`src/rtl/adder_err_eval.sv`:
```
// Error evaluator for a 4+4-bit approximate adder: accumulates error count, SAE and max error distance.
// Define ADDER_ERR_EVAL_MSE_EN to add the sse output (sum of squared error distances).
module adder_err_eval #(
  parameter int CNT_W = 16
) (
  input  logic               clk,
  input  logic               rst,
  input  logic               start,
  input  logic [CNT_W-1:0]   num_samples,
  input  logic               in_valid,
  output logic               in_ready,
  input  logic [7:0]         in_pi,
  input  logic [4:0]         in_po,
  output logic               busy,
  output logic               done,
  output logic [CNT_W-1:0]   sample_cnt,
  output logic [CNT_W-1:0]   err_cnt,
  output logic [CNT_W+4:0]   sae,
  output logic [4:0]         max_ed
`ifdef ADDER_ERR_EVAL_MSE_EN
  ,
  output logic [CNT_W+9:0]   sse
`endif
);

  typedef enum logic [1:0] {
    IDLE  = 2'd0,
    RUN   = 2'd1,
    DRAIN = 2'd2,
    DONE  = 2'd3
  } state_t;

  state_t state, state_next;

  logic [CNT_W-1:0] n_lat;
  logic [CNT_W-1:0] acc_cnt;
  logic             s1_valid;
  logic [4:0]       s1_ed;
  logic             s1_err;

  logic       handshake;
  logic       start_take;
  logic [4:0] exact;
  logic [4:0] ed;

  assign exact      = {1'b0, in_pi[3:0]} + {1'b0, in_pi[7:4]};
  assign ed         = (exact >= in_po) ? (exact - in_po) : (in_po - exact);
  assign handshake  = in_valid && in_ready;
  assign start_take = start && ((state == IDLE) || (state == DONE));

  always_ff @(posedge clk) begin
    if (rst) begin
      state <= IDLE;
    end else begin
      state <= state_next;
    end
  end

  // A zero-length run skips RUN/DRAIN; DRAIN waits until stage 1 has emptied into the accumulators.
  always_comb begin
    state_next = state;
    case (state)
      IDLE, DONE: begin
        if (start) begin
          state_next = (num_samples == '0) ? DONE : RUN;
        end
      end
      RUN: begin
        if (handshake && ((acc_cnt + CNT_W'(1)) == n_lat)) begin
          state_next = DRAIN;
        end
      end
      DRAIN: begin
        if (!s1_valid) begin
          state_next = DONE;
        end
      end
      default: state_next = IDLE;
    endcase
  end

  always_comb begin
    in_ready = 1'b0;
    busy     = 1'b0;
    done     = 1'b0;
    case (state)
      RUN: begin
        in_ready = (acc_cnt < n_lat);
        busy     = 1'b1;
      end
      DRAIN: busy = 1'b1;
      DONE:  done = 1'b1;
      default: begin
        in_ready = 1'b0;
      end
    endcase
  end

  always_ff @(posedge clk) begin
    if (rst) begin
      n_lat    <= '0;
      acc_cnt  <= '0;
      s1_valid <= 1'b0;
      s1_ed    <= '0;
      s1_err   <= 1'b0;
    end else if (start_take) begin
      n_lat    <= num_samples;
      acc_cnt  <= '0;
      s1_valid <= 1'b0;
    end else begin
      s1_valid <= handshake;
      if (handshake) begin
        s1_ed   <= ed;
        s1_err  <= (exact != in_po);
        acc_cnt <= acc_cnt + CNT_W'(1);
      end
    end
  end

  // Stage 2: fold the registered sample into the accumulators.
  always_ff @(posedge clk) begin
    if (rst || start_take) begin
      sample_cnt <= '0;
      err_cnt    <= '0;
      sae        <= '0;
      max_ed     <= '0;
    end else if (s1_valid) begin
      sample_cnt <= sample_cnt + CNT_W'(1);
      err_cnt    <= err_cnt + CNT_W'(s1_err);
      sae        <= sae + (CNT_W+5)'(s1_ed);
      if (s1_ed > max_ed) begin
        max_ed <= s1_ed;
      end
    end
  end

`ifdef ADDER_ERR_EVAL_MSE_EN
  logic [9:0] ed_sq;

  assign ed_sq = {5'd0, s1_ed} * {5'd0, s1_ed};

  always_ff @(posedge clk) begin
    if (rst || start_take) begin
      sse <= '0;
    end else if (s1_valid) begin
      sse <= sse + (CNT_W+10)'(ed_sq);
    end
  end
`endif

endmodule

```
`config.mk`:
```
export PLATFORM = sky130hd
export DESIGN_NAME = adder_err_eval
export DESIGN_NICKNAME = d
export VERILOG_FILES = /design/src/rtl/adder_err_eval.sv
export SDC_FILE = /design/constraint.sdc
export NUM_CORES = 1
export LEC_CHECK = 0
export ABC_CLOCK_PERIOD_IN_PS = 3400
export BUFFER_PORTS_ARGS = -buffer_cell sky130_fd_sc_hd__buf_4
export CELL_PAD_IN_SITES_DETAIL_PLACEMENT = 0
export CELL_PAD_IN_SITES_GLOBAL_PLACEMENT = 1
export CORE_MARGIN = 5
export CORE_UTILIZATION = 38
export DETAILED_ROUTE_END_ITERATION = 6
export PLACE_DENSITY_LB_ADDON = 0.1
export SLEW_MARGIN = 20
export SYNTH_ARGS = -nofsm -noshare
export SYNTH_HDL_FRONTEND = slang
export SYNTH_SLANG_ARGS = --single-unit
```
`constraint.sdc`:
```
create_clock -name clk -period 3.4 [get_ports clk]
set_input_delay 0.68 -clock clk [delete_from_list [all_inputs] [get_ports clk]]
set_output_delay 0.68 -clock clk [all_outputs]
set_load 0.1 [all_outputs]
```
==> qor.yml <==
yosysTopAreaCell: "dfxtp_1"
grt_max_degree: 53
rsz0062_at_grt: "no"
crit_arrival_ns: 2.62
cap_violations: 0
rows: 45
nNetsFinal: 860
post_dp_cell_area_sq_um: 6670
holdPathStages: 2
antenna_found_initial: 0
r2r_cells: 8
ys_top_cells_by_area: "dfxtp_1 (35%), ha_1 (10%), xor2_1 (8.5%)"
endpoint_kind: "output pin"
final_antenna_net_count: 0
setup_viol: 0
critPathKind: "flop to output pin"
grt_pass1_wl_mm: 23.0
outcome: "finished clean"
layout-drive-gt1-share: 0.182
power_switching_mw: 1.17
ioPinCount: 94
synth_top_family_by_area: "simple AND/OR/NAND/NOR gates"
start_util: 0.382
final.period_utilization: 0.971
synth_top_cell_area_share: 0.345
die_h_um: 133
synthSimpleGateAreaFrac: 0.232
grt_util_all_layers: 0.157
viasPerCell: 4.92
final_core_util: 0.466
synthMuxAreaShare: 0.0318
rrSetupSlack_ns: 0.58
grt_pass1_vias: 4819
clock_skew_ns: 0.00881
drv_slew: 0
intPower_mw: 2.21
cts_buffers: 9
ys.flop_type: "dfxtp_1"
dp_hpwl_mm: 10.4
synthAdderAreaFrac: 0.114
p_comb_frac: 0.293
clock_power_share: 0.325
ys_types: 55
io_buffers: 93
cts.path.max_buffers: 2
min_path_type: "flop to flop"
seqPwrFrac: 0.383
dieArea_sq_um: 17700
core_sq_um: 15000
synth_xor_area_frac: 0.130
first_pass_iters: 4
synth-edff-count: 0
peakVddDrop_mv: 0.324
crit_required_ns: 2.72
powerDensity_nw_per_um2: 483
multi_input_area_sq_um: 3450
cts-hold-fix-buffers: 0
fmax_mhz: 303
cp-start-kind: "flop"
ys_seq_area_frac: 0.345
ys_seq_elements: 99
synthCells: 687
post_drt_wl_per_cell_um: 14.0
leakage_nw: 3.00
final_cell_mix: "buf_4 (108), dfxtp_1 (96), nor2_1 (85)"
gr-total-overflow: 0
routed_wl_mm: 13.6
fillers: 1488
fin_area_sq_um: 7010
hold_start: "n_lat[0]$_SDFFE_PP0P_"
final_hold_viol_count: 0
synth_area_sq_um: 5740
syn_area_per_cell_sq_um: 8.36
r2r_end: "state[1]$_SDFFE_PP0P_"
relSlewSlack: 0.492
synth_fp_nets: 770
cts_tree: "done"
async_reset_ff_frac: 0
drc: 0
critical_path_peak_fanout: 3
clk_pin_slew_ns: 0.07
worst_slew_pin_slew_ns: 0.760
final.setup.tns_ns: 0
regArea_sq_um: 1990
yosysWarnings: 0
drt-initial-drc-count: 196
gp_congestion: 0.818
final_common_cell: "buf_4"
die_w_um: 133
worstHoldEndpoint: "n_lat[0]$_SDFFE_PP0P_"
synth_compound_area_frac: 0.0926
clk_latency_ns: 0.35
antenna_cells: 0
vias: 4771
clock-sinks: 99
htree_levels: 3
r2r-start: "acc_cnt[1]$_SDFFE_PP0P_"
period_minus_slack_ns: 3.30
areaGrowthSynthToFinish_pct: 22.1
cts-root-buf: "clkbuf_16"
swShare: 0.347
-- metal layers --
layer  share of wire  track usage  vias to the layer above
met5               0            0                        -
met4           0.015       0.0543                        0
met3           0.043       0.0319                       12
met2            0.47        0.260                       66
met1            0.47        0.203                     2206
li1                -            -                     2487
-- worst max path at each step --
stage	startpoint	endpoint	slack, ns	depth (start not counted)
2_1_floorplan	acc_cnt[11]$_SDFFE_PP0P_	in_ready	0.06	6
3_3_place_gp	in_pi[1]	s1_ed[4]$_SDFFE_PP0P_	-0.02	14
3_5_place_dp	in_pi[1]	s1_ed[4]$_SDFFE_PP0P_	-0.13	14
4_1_cts	n_lat[9]$_SDFFE_PP0P_	in_ready	0.01	8
5_1_grt	in_pi[1]	s1_ed[4]$_SDFFE_PP0P_	0.009	14
6_report	n_lat[11]$_SDFFE_PP0P_	in_ready	0.1	8
-- power by group through the flow --
stage	clock (mW)	sequential (mW)	combinational (mW)
after global routing	1.17	1.31	1.10
final	1.10	1.30	0.991
after CTS	1.13	1.30	0.987
after detailed placement	0	1.32	0.982
after global placement	0	1.32	0.973
after floorplan	0	1.31	0.710
-- logic make-up after synthesis --
| family | Yosys count |
|---|---|
| buffers and inverters | 80 |
| AND/OR/NAND/NOR | 271 |
| multiplexers | 18 |
| XOR/XNOR | 85 |
| flip-flops | 99 |
| AO/OA/AOI/OAI | 84 |
| adder cells (fa/ha/maj) | 50 |
-- Yosys cell counts (3+ instances only) --
library cell and number:
nand2b_1 5, a21o_1 6, o21a_1 4, o211ai_1 4, xor2_1 56, fa_1 4, buf_2 7, mux2i_1 16
or3_1 4, inv_1 50, nor2_1 85, nand4_1 16, dfxtp_1 99, nor4_1 7, o21ai_0 11, and4_1 6
clkbuf_1 17, nor2b_1 9, a211oi_1 4, buf_1 4, nand2_1 74, nor3_1 9, nand3_1 26, xnor2_1 29
and2_1 3, ha_1 46, and3_1 14, a21oi_1 37
-- final cells by class --
| type | instances | share of cell area |
|---|---|---|
| well taps | 188 | 0.0336 |
| multi-input cells | 508 | 0.492 |
| clock buffers | 11 | 0.0361 |
| inverters | 50 | 0.0268 |
| repair buffers | 109 | 0.119 |
| flip-flops and latches | 99 | 0.283 |
| clock inverters | 5 | 0.00964 |
-- worst max-delay path, stage by stage (launching register included) --
cell	delay [ns]
dfxtp_1	0.37
inv_1	0.06
ha_1	0.30
a21oi_1	0.15
nor2b_1	0.06
o31a_1	0.32
or4b_2	0.63
a21oi_2	0.18
buf_12	0.19
-- sequential cells by signal, summed over array words and instances (netlist names) --
name        cells
sae            21
acc_cnt        16
err_cnt        16
n_lat          16
sample_cnt     16
max_ed          5
s1_ed           5
state           2
s1_err          1
s1_valid        1
-- stage by stage --
stage          worst slack [ns]  hold WS (ns)  cells  total power, mW
3_3_place_gp            -0.0167         0.458    954             2.30
4_1_cts                  0.0122         0.471    970             3.41
5_1_grt                 0.00949         0.503    970             3.58
3_5_place_dp             -0.126         0.459    954             2.31
6_report                 0.0973         0.471    970             3.39
2_1_floorplan            0.0583         0.441    687             2.02
-- what timing repair did --
action | in CTS | in global routing
buffers inserted | 0 | 0
setup endpoints to repair | 1 | 1
gates resized for setup | 2 | 4
(Power assumes the default switching activity.)
